<file path="src/rtl/op5_div_seq.sv">
// Sequential restoring divider for the scalar ALU, one quotient bit per cycle.
// Start/busy/done handshake; results held until the next divide completes.
module op5_div_seq #(
  parameter bit SIGNED = 1'b1,
  parameter int DW     = 8,
  parameter int OPW    = 12
) (
  input  logic           clk,
  input  logic           rst,
  input  logic           start,
  input  logic [OPW-1:0] op_1,
  input  logic [OPW-1:0] op_2,
  output logic           busy,
  output logic           done,
  output logic           div_by_zero,
  output logic [OPW-1:0] result,
  output logic [OPW-1:0] remainder
);

  localparam int CW = $clog2(DW);

  typedef enum logic [1:0] {
    S_IDLE,
    S_DIV,
    S_SIGN,
    S_DONE
  } state_e;

  state_e        state_q, state_d;
  logic [CW-1:0] cnt_q, cnt_d;
  logic [DW-1:0] r_q, r_d;
  logic [DW-1:0] q_q, q_d;
  logic [DW-1:0] b_q, b_d;
  logic          sa_q, sa_d;
  logic          sb_q, sb_d;
  logic [DW-1:0] res_q, res_d;
  logic [DW-1:0] rem_q, rem_d;
  logic          dbz_q, dbz_d;

  logic [DW-1:0] a_in, b_in;
  logic          sa_in, sb_in;
  logic [DW:0]   r_sh, r_sub;
  logic          unused_bits;

  assign a_in  = op_1[DW-1:0];
  assign b_in  = op_2[DW-1:0];
  assign sa_in = a_in[DW-1] & SIGNED;
  assign sb_in = b_in[DW-1] & SIGNED;

  // Settled R is below |B|, so only the shifted value needs the extra bit.
  assign r_sh  = {r_q, q_q[DW-1]};
  assign r_sub = r_sh - {1'b0, b_q};

  assign unused_bits = ^{op_1[OPW-1:DW], op_2[OPW-1:DW], r_sub[DW]};

  always_comb begin
    state_d = state_q;
    cnt_d   = cnt_q;
    r_d     = r_q;
    q_d     = q_q;
    b_d     = b_q;
    sa_d    = sa_q;
    sb_d    = sb_q;
    res_d   = res_q;
    rem_d   = rem_q;
    dbz_d   = dbz_q;
    unique case (state_q)
      S_IDLE: begin
        if (start) begin
          state_d = S_DIV;
          sa_d    = sa_in;
          sb_d    = sb_in;
          q_d     = sa_in ? -a_in : a_in;
          b_d     = sb_in ? -b_in : b_in;
          r_d     = '0;
          cnt_d   = '0;
        end
      end
      S_DIV: begin
        q_d = {q_q[DW-2:0], 1'b0};
        r_d = r_sh[DW-1:0];
        if (r_sh >= {1'b0, b_q}) begin
          r_d    = r_sub[DW-1:0];
          q_d[0] = 1'b1;
        end
        cnt_d = cnt_q + 1'b1;
        if (cnt_q == CW'(DW - 1)) begin
          state_d = S_SIGN;
        end
      end
      S_SIGN: begin
        // A zero divisor leaves R = |A|, so the remainder path restores A.
        dbz_d = (b_q == '0);
        if (b_q == '0) begin
          res_d = '1;
        end else begin
          res_d = (sa_q ^ sb_q) ? -q_q : q_q;
        end
        rem_d   = sa_q ? -r_q : r_q;
        state_d = S_DONE;
      end
      S_DONE: begin
        state_d = S_IDLE;
      end
      default: begin
        state_d = S_IDLE;
      end
    endcase
  end

  always_ff @(posedge clk) begin
    if (rst) begin
      state_q <= S_IDLE;
      cnt_q   <= '0;
      r_q     <= '0;
      q_q     <= '0;
      b_q     <= '0;
      sa_q    <= 1'b0;
      sb_q    <= 1'b0;
      res_q   <= '0;
      rem_q   <= '0;
      dbz_q   <= 1'b0;
    end else begin
      state_q <= state_d;
      cnt_q   <= cnt_d;
      r_q     <= r_d;
      q_q     <= q_d;
      b_q     <= b_d;
      sa_q    <= sa_d;
      sb_q    <= sb_d;
      res_q   <= res_d;
      rem_q   <= rem_d;
      dbz_q   <= dbz_d;
    end
  end

  assign busy        = (state_q == S_DIV) || (state_q == S_SIGN);
  assign done        = (state_q == S_DONE);
  assign div_by_zero = dbz_q;
  assign result      = {{(OPW-DW){1'b0}}, res_q};
  assign remainder   = {{(OPW-DW){1'b0}}, rem_q};

endmodule

</file>
<file path="config.mk">
export PLATFORM = sky130hd
export DESIGN_NAME = op5_div_seq
export DESIGN_NICKNAME = d
export VERILOG_FILES = /design/src/rtl/op5_div_seq.sv
export SDC_FILE = /design/constraint.sdc
export NUM_CORES = 1
export LEC_CHECK = 0
export ABC_AREA = 1
export CAP_MARGIN = 20
export CORE_MARGIN = 4
export CORE_UTILIZATION = 48
export CTS_CLUSTER_DIAMETER = 30
export CTS_CLUSTER_SIZE = 14
export DETAILED_ROUTE_END_ITERATION = 16
export PLACE_DENSITY = 0.74
export SLEW_MARGIN = 20
export SYNTH_ARGS = -nofsm -noshare
export SYNTH_HDL_FRONTEND = slang
export SYNTH_SLANG_ARGS = --single-unit
</file>
<file path="constraint.sdc">
create_clock -name clk -period 1.7 [get_ports clk]
set_input_delay 0.255 -clock clk [delete_from_list [all_inputs] [get_ports clk]]
set_output_delay 0.255 -clock clk [all_outputs]
set_load 0.05 [all_outputs]
</file>
# Word level (Yosys, flattened, before mapping)
# Cells that the tools add are included.
# Widths: inputs -> output; s select.
[classes]
add_sub_neg = 6
order_cmp = 1
eq_ne = 6
mux = 16
bitwise = 1
n_reduce_logical = 7
[ops]
columns = ["op", "n"]
rows = [
  ["$mux 8", 8],
  ["$neg 8->8", 4],
  ["$pmux 8 s2", 2],
  ["$ge 9x8->1", 1],
  ["$logic_not 8->1", 1],
  ["$pmux 2 s4", 1],
  ["$sub 8x8->8", 1],
  ["$pmux 3 s2", 1],
  ["$reduce_and 2->1", 3],
  ["$eq 2x2->1 const B", 2],
  ["$mux 2", 2],
  ["$ne 2x2->1 const B", 2],
  ["$add 3x1->3 const B", 1],
  ["$eq 3x3->1 const B", 1],
  ["$mux 3", 1],
  ["$eq 2x1->1 const B", 1],
  ["$logic_not 2->1", 1],
  ["$reduce_bool 2->1", 1],
  ["$logic_or 1x1->1", 1],
  ["$mux 1", 1],
  ["$xor 1x1->1", 1],
]
[totals]
ff_bits = 48
output_inout_bits = 27

# Longest topological paths before layout
# Gate-level depths: netlist of the first run.
[depth]
depth_word = 4
depth_mapped = 13
mapped_depth_nobuf = 13

# Worst setup path after synthesis of the first run
# OpenSTA, ideal clock, no wires.
[synth_timing]
kind = "register to register"
startpoint = "register q_q[7]"
endpoint = "register r_q[4]"
setup_ns = 0.132
arrival_ns = 1.486
setup_slack_ns = 0.081
stages_incl_launch_ff = 10
path_buffers = 0
synth_period_minus_slack_ns = 1.619
cell_sequence = "dfxtp_1 > inv_1 > ha_1 > inv_1 > fa_1 > a21oi_1 > xor2_1 > nand2_1 > nand3_1 > a21oi_1"
[synth_via]
elab_chain_cells = 3
elab_cells_between_ends = 4
classes_between = "1 x add/sub; 1 x order compare; 2 x mux"
[synth_lines]
columns = ["element", "line", "source"]
rows = [
  ["from (decl)", "32", "logic [DW-1:0] q_q, q_d;"],
  ["from (signal assigned)", "127", "q_q <= q_d;"],
  ["$sub 8x8->8 or $ge 9x8->1 (tied branches)", "52, 82", ""],
  ["$mux 8 *", "82", "if (r_sh >= {1'b0, b_q}) begin"],
  ["$pmux 8 s2 *", "67", "unique case (state_q)"],
  ["to (signal assigned)", "126", "r_q <= r_d;"],
  ["to (decl)", "31", "logic [DW-1:0] r_q, r_d;"],
]
# Every way passes the cells marked *; elsewhere a longest branch is shown, timed or not.
# A chain may end at the register's enable or synchronous reset.

# Worst setup path in the final report of the first run
[layout_timing]
startpoint = "register b_q[7]"
endpoint = "register r_q[5]"
[layout_via]
elab_chain_cells = 3
[layout_lines]
columns = ["element", "line", "source"]
rows = [
  ["from (decl)", "33", "logic [DW-1:0] b_q, b_d;"],
  ["from (signal assigned)", "117", "b_q <= '0;"],
  ["from (signal assigned)", "128", "b_q <= b_d;"],
  ["$ge 9x8->1", "82", ""],
  ["$mux 8", "82", ""],
  ["$pmux 8 s2", "67", ""],
]
# Every way passes these cells.

==> out/results.ini, run 1 <==
[final_layout]
nFillCells=552
nets=565
drive_gt1_share_pct=22.7
final_core_util_pct=65.7
antenna_cells=0
syn2layout_area_growth_pct=29.6
stdcell_count=595

[clock_tree]
clk_pin_slew_ps=90
clk_latency_ps=300
tritoncts=done
htreeDepth=2
root_buffer=clkbuf_8
ctsLongestPathBuffers=2
cts_hold_buf=0
cts_buffers=5
clock-sinks=48

[logic_synthesis]
yosys.area.top_type_share_pct=31.1
synthTopCellsByArea=dfxtp_1 (31%), nand2_1 (12%), inv_1 (8.7%)
ys.warnings.count=0
yosysUniqueCellTypes=36
synth_top_cell_by_area=dfxtp_1
postSynthCellCount=459
synth-seq-cells=48
synth_area_sq_um=3090
synth_area_per_cell_sq_um=6.73
ys_seq_area_share_pct=31.1

[power_and_ir_drop]
powerDensity_nw_per_um2=2330
leakage_uw=0.00184
peakVddDrop_mv=1.78

[critical_path]
rrSetupSlack_ps=90
r2r-start=b_q[7]
required_ps=1890
critPathKind=reg2reg
crit_arrival_ps=1800
crit_start=b_q[7]
worstPathMaxFanout=6
end_kind=flop
startpoint_type=flop

[sta]
final.setup_skew_ps=7.08
finalCritPeriodShare_pct=94.9
hold_viol_final=0
setup_slack_ps=87.5
layout_min_cycle_time_ps=1610
setup_viol=0
slew_viol_final=0
fmax_mhz=620
rsz0062_at_grt=yes

[placed_design]
portBuffers=37
post-place-ws_ps=-30.4
dpl.hpwl_microns=5700
place.gp.congestion=0.927
post-place-cells=579

[drt]
drt_iter0_drc=221
drt-total-wl_microns=7960
via_per_inst=5.28
wl_per_cell_microns=13.4
dr_wl_met2_microns=3700
wl_met1_microns=3760
drtPass1Iterations=5
wl_met3_microns=409
dr_total_vias=3142
top_layer_used=met4
drc_errors=0
ant_nets=0

[floorplanning]
die_area_sq_um=7790
dieWidth_microns=88.2
die_h_microns=88.2
core_area_sq_um=6100
row_count=28
ios=54
start_util_pct=50.7

[grt]
track_usage_pct=20.3
grt_max_degree=25
grt-ovfl-total=0
antenna_found_initial=0
grt_pass1_vias=2791
grt_pass1_wl_microns=12700

[worst_hold_path]
hold_start=q_q[7]
min_path_type=reg2reg

[run_status]
status=complete, no violations

[flow_run]
maxCapViolCount=0

==> area by class of cell <==
cell class	instances	area, sq um	share of cell area (%)
multi-input cells	324	1970	49.3
flip-flops and latches	48	975	24.3
repair buffers	65	574	14.3
inverters	74	288	7.19
well taps	75	93.8	2.34
clock buffers	7	86.3	2.16
clock inverters	1	7.51	0.188
repair inverters	1	5.00	0.125
==> worst max-delay path, cell delays in order (launching register included) <==
cell	delay, ps
dfxtp_1	330
inv_2	70
ha_4	300
nand2_1	100
nor2_2	160
nand3_2	160
nand4_4	170
nand2_1	80
nand3_1	80
a21oi_2	50
==> cells in the final DEF, fill, tap and decap left out, types with 3 or more instances in the layout <==
master	n
nand2_1	91
inv_1	60
a21oi_1	45
buf_4	43
dfxtp_1	37
o21ai_0	34
nand3_1	30
nor2_1	25
clkdlybuf4s50_1	18
inv_2	11
xor2_1	11
dfxtp_2	11
ha_1	10
nand2_2	9
ha_4	8
conb_1	8
o211ai_1	7
nand4_1	6
clkbuf_8	6
nand3_2	5
nor3_1	4
clkinvlp_4	3
a21oi_2	3
o221ai_1	3
buf_12	3
==> routing by layer <==
layer  track usage (%)  vias up
met4              5.08        0
li1                  -     1607
met3              4.10       10
met5                 0        -
met2              32.4      100
met1              28.3     1425
==> sequential cells by signal, summed over array words and instances (netlist names) <==
name and flops:
b_q 8, q_q 8, r_q 8, rem_q 8
res_q 8, cnt_q 3, state_q 2, div_by_zero 1
sa_q 1, sb_q 1
==> path summary, 6_finish.rpt <==
check | endpoint | depth (start not counted)
setup / recovery | r_q[5] | 9
hold / removal | res_q[7] | 2
setup reg to reg | r_q[5] | 9
hold reg to reg | res_q[7] | 2
==> cells in the mapped netlist <==
library cell	n
nor4_1	1
clkinv_1	1
inv_2	1
nand2_2	1
or2_1	2
o21ai_2	1
xor2_1	11
nor2_2	1
nand3_1	34
nand3_4	1
a211oi_1	1
clkbuf_1	7
a21o_1	1
dfxtp_1	48
buf_4	9
nand4_4	1
xnor2_1	2
a221oi_1	2
buf_2	4
inv_1	72
nand3_2	2
fa_1	1
o211ai_1	7
nor2_4	1
nor3_1	4
nor2_1	27
a31oi_1	2
a21oi_1	47
nand2_1	100
o21ai_0	36
a21oi_2	2
buf_1	1
conb_1	1
nand4_1	6
ha_1	18
o221ai_1	3
==> cells by family after synthesis <==
kind of cell / after synthesis / synth area share [%]
xor gates and xnor gates: 13 / 3.68
adders and majority gates: 19 / 7.94
AOI/OAI and AO/OA: 102 / 18.3
other: 1 / 0.121
buffers and inverters: 95 / 12.8
and+or+nand+nor: 181 / 26.1
DFF: 48 / 31.1
==> where the power goes <==
group          leakage, uW  switching (uW)  internal (uW)  total (uW)
logic              0.00140            4060           2670        6730
registers         0.000398             337           1530        1860
clock network    0.0000445             392            331         724
total              0.00184            4790           4530        9320
==> through the flow <==
stage                     instance area, sq um  total power [uW]  setup TNS, ps  hold WS, ps
after floorplan                           3120              6000              0          403
after global placement                    3610              7390              0          448
after detailed placement                  3610              7510           -210          465
after CTS                                 3810              8550              0          479
after global routing                      4000             10100          -83.9          513
final                                     4000              9320              0          485
==> repair_timing <==
action,CTS,global route
resized for setup,10,52
setup buffers,0,6
cloned,1,1
pin swaps,2,12
setup endpoints to repair,11,16
Power figures use the tool's default switching activity.
==> run 2: changes to the inputs <==
--- a/config.mk
+++ b/config.mk
@@ -13,7 +13,7 @@
 export CTS_CLUSTER_SIZE = 14
 export DETAILED_ROUTE_END_ITERATION = 16
 export PLACE_DENSITY = 0.74
-export SLEW_MARGIN = 20
+export SLEW_MARGIN = 10
 export SYNTH_ARGS = -nofsm -noshare
 export SYNTH_HDL_FRONTEND = slang
 export SYNTH_SLANG_ARGS = --single-unit
==> results of run 2 <==
The final DEF is identical to that of run 1; final timing and power are the same.
